<file path="src/rtl/pipe_pkg.sv">
`default_nettype none
// ============================================================================
// Module      : pipe_pkg
// Description : Shared types and constants for the generic pipeline-stage
//               register: skid occupancy states and per-boundary NOP payloads.
// Revision    : 1.0 - initial release
// ============================================================================
package pipe_pkg;

   // Occupancy of a stage with a skid entry: nothing held, main only, main+skid
   typedef enum logic [1:0] {
      OCC_EMPTY = 2'd0,
      OCC_ONE   = 2'd1,
      OCC_FULL  = 2'd2
   } occ_e;

   // Bubble encodings loaded on reset/flush at each pipeline boundary
   localparam logic [15:0] c_NOP_IF_ID  = 16'h0000;
   localparam logic [15:0] c_NOP_ID_EX  = 16'h0013;
   localparam logic [15:0] c_NOP_EX_MEM = 16'h0000;
   localparam logic [15:0] c_NOP_MEM_WB = 16'h0000;

endpackage
`default_nettype wire

</file>
<file path="src/rtl/sat_counter.sv">
`default_nettype none
// ============================================================================
// Module      : sat_counter
// Description : Up-counter that sticks at its all-ones value; cleared only
//               by synchronous reset.
// Revision    : 1.0 - initial release
// ============================================================================
module sat_counter #(
   parameter int unsigned CNT_W = 8
) (
   input  logic             clk,
   input  logic             rst,
   input  logic             inc_i,
   output logic [CNT_W-1:0] cnt_o
);

   logic [CNT_W-1:0] cnt_q;
   logic [CNT_W-1:0] cnt_d;

   // Next count: hold once every bit is set so the counter never wraps
   always_comb begin
      cnt_d = cnt_q;
      if (inc_i && !(&cnt_q)) begin
         cnt_d = cnt_q + 1'b1;
      end
   end

   // Count register
   always_ff @(posedge clk) begin
      if (rst) begin
         cnt_q <= '0;
      end else begin
         cnt_q <= cnt_d;
      end
   end

   assign cnt_o = cnt_q;

endmodule
`default_nettype wire

</file>
<file path="src/rtl/pipe_stage_hs.sv">
`default_nettype none
// ============================================================================
// Module      : pipe_stage_hs
// Description : Parametrised pipeline-stage register with valid/ready
//               handshake, stall, flush, optional 2-entry skid buffer and a
//               saturating count of cycles the output was held back.
// Revision    : 1.0 - initial release
// ============================================================================
module pipe_stage_hs
   import pipe_pkg::*;
#(
   parameter int unsigned       DATA_W  = 16,
   parameter logic [DATA_W-1:0] RST_VAL = '0,
   parameter int unsigned       SKID    = 1,
   parameter int unsigned       CNT_W   = 8
) (
   input  logic              clk,
   input  logic              rst,
   input  logic              flush,
   input  logic              stall,
   input  logic              in_valid,
   output logic              in_ready,
   input  logic [DATA_W-1:0] in_data,
   output logic              out_valid,
   input  logic              out_ready,
   output logic [DATA_W-1:0] out_data,
   output logic [CNT_W-1:0]  stall_cnt
);

   logic acc;
   logic pop;

   assign acc = in_valid & in_ready;
   assign pop = out_valid & out_ready & ~stall;

   if (SKID != 0) begin : g_skid
      occ_e              state_q;
      logic              valid_q;
      logic              skid_free_q;
      logic [DATA_W-1:0] main_q;
      logic [DATA_W-1:0] skid_q;

      // Ready comes only from a flop (and flush), never from out_ready
      assign in_ready  = skid_free_q & ~flush;
      assign out_valid = valid_q;
      assign out_data  = main_q;

      // Occupancy FSM; the skid entry is always younger than main
      always_ff @(posedge clk) begin
         if (rst || flush) begin
            state_q     <= OCC_EMPTY;
            valid_q     <= 1'b0;
            skid_free_q <= 1'b1;
            main_q      <= RST_VAL;
            skid_q      <= RST_VAL;
         end else begin
            case (state_q)
               OCC_EMPTY: begin
                  if (acc) begin
                     state_q <= OCC_ONE;
                     valid_q <= 1'b1;
                     main_q  <= in_data;
                  end
               end
               OCC_ONE: begin
                  if (acc && pop) begin
                     main_q <= in_data;
                  end else if (acc) begin
                     state_q     <= OCC_FULL;
                     skid_free_q <= 1'b0;
                     skid_q      <= in_data;
                  end else if (pop) begin
                     state_q <= OCC_EMPTY;
                     valid_q <= 1'b0;
                     main_q  <= RST_VAL;
                  end
               end
               OCC_FULL: begin
                  if (pop) begin
                     state_q     <= OCC_ONE;
                     skid_free_q <= 1'b1;
                     main_q      <= skid_q;
                     skid_q      <= RST_VAL;
                  end
               end
               default: begin
                  state_q     <= OCC_EMPTY;
                  valid_q     <= 1'b0;
                  skid_free_q <= 1'b1;
                  main_q      <= RST_VAL;
                  skid_q      <= RST_VAL;
               end
            endcase
         end
      end
   end else begin : g_noskid
      logic              valid_q;
      logic [DATA_W-1:0] data_q;

      // Accept when empty or when the held entry leaves this same cycle
      assign in_ready  = ~flush & (~valid_q | (out_ready & ~stall));
      assign out_valid = valid_q;
      assign out_data  = data_q;

      // Single entry: load on accept, return to the bubble value on drain
      always_ff @(posedge clk) begin
         if (rst || flush) begin
            valid_q <= 1'b0;
            data_q  <= RST_VAL;
         end else if (acc) begin
            valid_q <= 1'b1;
            data_q  <= in_data;
         end else if (pop) begin
            valid_q <= 1'b0;
            data_q  <= RST_VAL;
         end
      end
   end

   // Held-back cycles survive flush; only reset clears them
   sat_counter #(
      .CNT_W (CNT_W)
   ) u_stall_cnt (
      .clk   (clk),
      .rst   (rst),
      .inc_i (out_valid & ~pop),
      .cnt_o (stall_cnt)
   );

endmodule
`default_nettype wire

</file>
<file path="config.mk">
export PLATFORM = sky130hd
export DESIGN_NAME = pipe_stage_hs
export DESIGN_NICKNAME = d
export VERILOG_FILES = /design/src/rtl/pipe_pkg.sv /design/src/rtl/sat_counter.sv /design/src/rtl/pipe_stage_hs.sv
export SDC_FILE = /design/constraint.sdc
export NUM_CORES = 1
export LEC_CHECK = 0
export CAP_MARGIN = 20
export CORE_UTILIZATION = 45
export CTS_CLUSTER_SIZE = 24
export DETAILED_ROUTE_END_ITERATION = 10
export PLACE_DENSITY = 0.87
export SLEW_MARGIN = 20
export SYNTH_ARGS = -nofsm -noshare
export SYNTH_HDL_FRONTEND = slang
export SYNTH_SLANG_ARGS = --single-unit
</file>
<file path="constraint.sdc">
create_clock -name clk -period 1.6 [get_ports clk]
set_clock_uncertainty 0.1 [all_clocks]
set_input_delay 0.16 -clock clk [delete_from_list [all_inputs] [get_ports clk]]
set_output_delay 0.16 -clock clk [all_outputs]
set_load 0.05 [all_outputs]
</file>
* Word-level counts from Yosys, hierarchy flattened
Cells that the tools add are included.
** Word-level totals
- Register bits :: 44
- Input port bits :: 22
- Word-level logic and storage cells :: 61
** Operators by class
- Add/sub/neg operators :: 1
- Equal/unequal tests :: 11
- Mux-type cells :: 23
- Bitwise operators :: 10
- Reductions and logical operators :: 10
** Operators with widths (count)
- two-way mux 16 bit :: 6
- case mux 16 bit (3 select lines) :: 2
- inequality test 2 bit, second input constant :: 6
- AND reduction 4 bit :: 3
- two-way mux 2 bit :: 5
- inequality test 3 bit, second input constant :: 3
- adder 8 x 1 -> 8 bit, second input constant :: 1
- AND reduction 8 bit :: 1
- two-way mux 1 bit :: 7
- case mux 1 bit (3 select lines) :: 2
- case mux 2 bit (3 select lines) :: 1
- bitwise AND 1 bit :: 5
- NOT 1 bit :: 5
- AND reduction 5 bit :: 1
- == test 2 x 1 -> 1 bit, second input constant :: 1
- == test 2 bit, second input constant :: 1
- logical AND 1 bit :: 2
- zero test 2 bit :: 1
- zero test 1 bit :: 1
- logical OR 1 bit :: 1

* Longest topological paths before layout
- Word-level depth :: 6
- Mapped depth :: 7
- Mapped depth without buffers :: 5

* Hierarchy
A second synthesis with hierarchy kept.
** Second synthesis, totals
- Cells, all modules :: 187
- Area, all modules :: 2064.5 µm²
** By module, submodules not included
- pipe_stage_hs :: instances 1, cells an instance 143, area an instance 1617.8 µm², seq. area each 720.7 µm²
- sat_counter :: instances 1, cells an instance 44, area an instance 446.7 µm², seq. area each 160.2 µm²

* Worst setup path after synthesis
No wires, ideal clock.
- Path type :: reg-to-reg
- Start point :: register u_stall_cnt.cnt_q[0], in the netlist u_stall_cnt.cnt_o[0]
- End point :: register u_stall_cnt.cnt_q[1], in the netlist u_stall_cnt.cnt_o[1]
- Setup time :: 0.117 ns
- Data arrival time :: 1.734 ns
- Setup slack :: -0.351 ns
- Stages on the path, launching flop included :: 6
- Path through :: dfxtp_1 > ha_1 > nand4_1 > o211ai_1 > mux2i_1 > nor2_1
** On the way
- Cells in the longest elaborated chain, start to end :: 3
- Elaborated cells between the ends (all ways) :: 4
- Those cells by class :: 1 x add/sub; 3 x reduce/logical
** RTL lines
- start: declaration :: RTL line sat_counter.sv:17 : logic [CNT_W-1:0] cnt_q;
- start signal: assignment :: RTL line sat_counter.sv:33 : cnt_q <= cnt_d;
- branches (longest 3 deep; another with adder 8 x 1 -> 8 bit)
Several ways; the timed one is not identified.
A chain may end at the register's enable or synchronous reset.

* Worst setup path after layout
- Start point :: register u_stall_cnt.cnt_q[0], in the netlist u_stall_cnt.cnt_o[0]
- End point :: register u_stall_cnt.cnt_q[7], in the netlist u_stall_cnt.cnt_o[7]
Same word-level chain as after synthesis.

==> flow_summary.ini <==
[outcome]
status = complete, but fails checks
violations = setup timing

[sta]
setup_viol = 3
max_freq_ghz = 0.613
rsz0062_at_grt = true
hold-worst-slack_ns = 0.348
fin_crit_ns = 1.63
timing.final.crit_share_pct = 102
tightest_slew_ns = 0.311
hold_violations = 0
relSlewSlack_pct = 79.3
setup_slack_ns = -0.0318
slew_viol_final = 0

[global_routing]
grt_antenna_before_repair = 0
grt_pass1_wl_mm = 8.82
grt_use_total_pct = 22.6
gr-total-overflow = 0
grt_start_max_net_pins = 17
first_global_vias = 1933

[min_path]
hold_path.class = in -> reg
min-delay-start = in_data[0]
hold_depth = 3

[power]
p_leak_nw = 1.07
p_per_area_nw_per_um2 = 722
power.share.clock_pct = 31.8
p_comb_share_pct = 15.4
p_int_mw = 1.56
switching_share_pct = 26.3
p_sw_uw = 555
p_seq_share_pct = 52.7
peakVddDrop_v = 0.000459
total_power_mw = 2.11

[place]
finalWeightedCongestion = 0.868
place.detailed.hpwl_mm = 3.85
place_ws_ns = -0.391
placed_area_um2 = 2690
port_buffers = 47

[floorplanning]
die_h_um = 69.8
core_um2 = 4380
ioPinCount = 48
fp-row-count = 24
dieArea_um2 = 4870
initial_core_util_pct = 47.1
dieWidth_um = 69.8

[synth]
synthFlopType = dfxtp_1
synth.cell_area_um2 = 2070
syn_nets = 253
yosysMostFrequentCell = nand2_1
synth.area.top_cells = dfxtp_1 43%, nand2_1 10%, mux2i_1 8.7%, a22oi_1 4.0%, a31oi_1 3.3%
synth_top_area_share_pct = 42.6
synth_commonest_cells = 56 x nand2_1, 44 x dfxtp_1, 18 x mux2i_1, 14 x nor2_1
netlist-cell-type-count = 44
yosys_warnings = 0
async_flop_share_pct = 0
yosys.area.top_type = dfxtp_1
synth_seq_cells = 44
syn_inst = 230
synth_edf_count = 0
seq_area_frac_synth_pct = 42.6
syn_avg_cell_area_um2 = 8.98

[setup_path]
critPathMaxFanout = 3
cp-end-kind = flip-flop
arrival_ns = 1.74
path_class = reg -> reg
worstPathRequired_ns = 1.71
ff2ff_path_depth = 5
critical_path.startpoint = u_stall_cnt.cnt_o[0]
critPathLaunchType = flip-flop
r2r_start = u_stall_cnt.cnt_o[0]
rrSetupSlack_ns = -0.03

[final_layout]
area_growth_syn_to_layout_pct = 41.8
utilization_pct = 66.8
fin_area_um2 = 2930
drive_above_1_share_pct = 33.8
nets = 328
antenna_cells = 0

[clock_tree]
worstSkewPairLatency_ns = 0.30
htreeDepth = 2
cts_hold_buf = 0
path_clk_slew_ns = 0.08
ctsRootBufferMaster = clkbuf_8
clock-sinks = 44
cts_tree = yes
cts_buffers = 5
clk_path_buf_depth = 2

[routing]
avgRoutedWirePerCell_um = 15.8
drt-pass1-iter-count = 4
viasPerCell = 5.75
ant_nets = 0
post-route-drc-count = 0
drt_iter0_markers = 199
num_vias = 2053
wl_mm = 5.64

[job]
max_cap_viol_count = 0
## state kept, by name (all words and copies together), names as in the netlist
signal              cells
g_skid.state_q          2
out_valid               1
u_stall_cnt.cnt_o       8
out_data               16
g_skid.skid_free_q      1
g_skid.skid_q          16
## cells by family (layout without fill, tap and decap cells)
kind of cell / after synthesis / in the layout / synth area share [%]
flip-flops: 44 / 44 / 42.6
AO/OA/AOI/OAI: 48 / 48 / 17.3
AND/OR/NAND/NOR: 101 / 101 / 24.0
buffers and inverters: 16 / 91 / 5.75
XOR/XNOR: 1 / 1 / 0.424
adder cells (fa/ha/maj): 1 / 1 / 0.606
multiplexers: 19 / 19 / 9.27
## cell type report
type	count	area (µm²)
Fill cell	327	1460
Multi-Input combinational cell	170	1150
Sequential cell	44	901
Timing Repair Buffer	82	727
Clock buffer	5	68.8
Tap cell	52	65.1
Clock inverter	2	11.3
Inverter	2	7.51
## what timing repair did
item | 4_1_cts | 5_1_grt
resized for setup | 10 | 14
setup buffers | 5 | 3
pin swaps | 4 | 11
endpoints found under the setup margin | 24 | 18
## critical path: stages (launching register included)
cell     delay, ns
dfxtp_4       0.37
buf_4         0.12
and3_1        0.23
nand4_1       0.14
or3_1         0.38
a21oi_1       0.21
## metrics by stage
stage | std cells | setup TNS [ns]
after CTS | 355 | -0.0807
after floorplan | 230 | -0.0317
final | 357 | -0.0680
after global routing | 357 | -0.622
after detailed placement | 343 | -10.20
after global placement | 343 | -8.64
## cells in the final DEF (no fill, tap or decap), types with 2 or more instances in the layout
| master | n |
|---|---|
| nand3b_1 | 2 |
| clkbuf_8 | 5 |
| nor3_1 | 2 |
| a31oi_1 | 11 |
| a222oi_1 | 5 |
| dfxtp_4 | 3 |
| a22oi_2 | 6 |
| buf_4 | 54 |
| dlygate4sd2_1 | 2 |
| and2_1 | 2 |
| dfxtp_2 | 7 |
| nand3_1 | 3 |
| dfxtp_1 | 34 |
| clkdlybuf4s50_1 | 19 |
| a21oi_1 | 5 |
| a22oi_1 | 5 |
| nor2_1 | 14 |
| nor3_2 | 2 |
| o21ai_0 | 5 |
| or3_1 | 2 |
| mux2i_1 | 18 |
| buf_12 | 4 |
| inv_1 | 2 |
| buf_6 | 3 |
| nand4_1 | 4 |
| nand2_1 | 56 |
## power by group through the flow
stage          Clock, mW  Combinational, mW  Sequential (mW)
6_report           0.672              0.326             1.11
5_1_grt            0.721              0.342             1.12
4_1_cts            0.676              0.301             1.11
3_5_place_dp           0              0.296             1.14
3_3_place_gp           0              0.291             1.14
2_1_floorplan          0              0.113             1.18
## final timing paths
check | endpoint
worst max-delay path | u_stall_cnt.cnt_o[7]
worst max register to register | u_stall_cnt.cnt_o[7]
worst min register to register | g_skid.skid_q[1]
worst min-delay path | g_skid.skid_q[0]
## layer usage
layer	GRT usage (%)	wire length (µm)	part of all wire, %	vias to the layer above
met1	28.6	2360	42	988
met2	37.4	2850	51	79
met3	4.51	291	5.2	14
met5	0	0	0	-
met4	9.56	132	2.3	0
li1	-	-	-	972
Power figures use the tool's default switching activity.
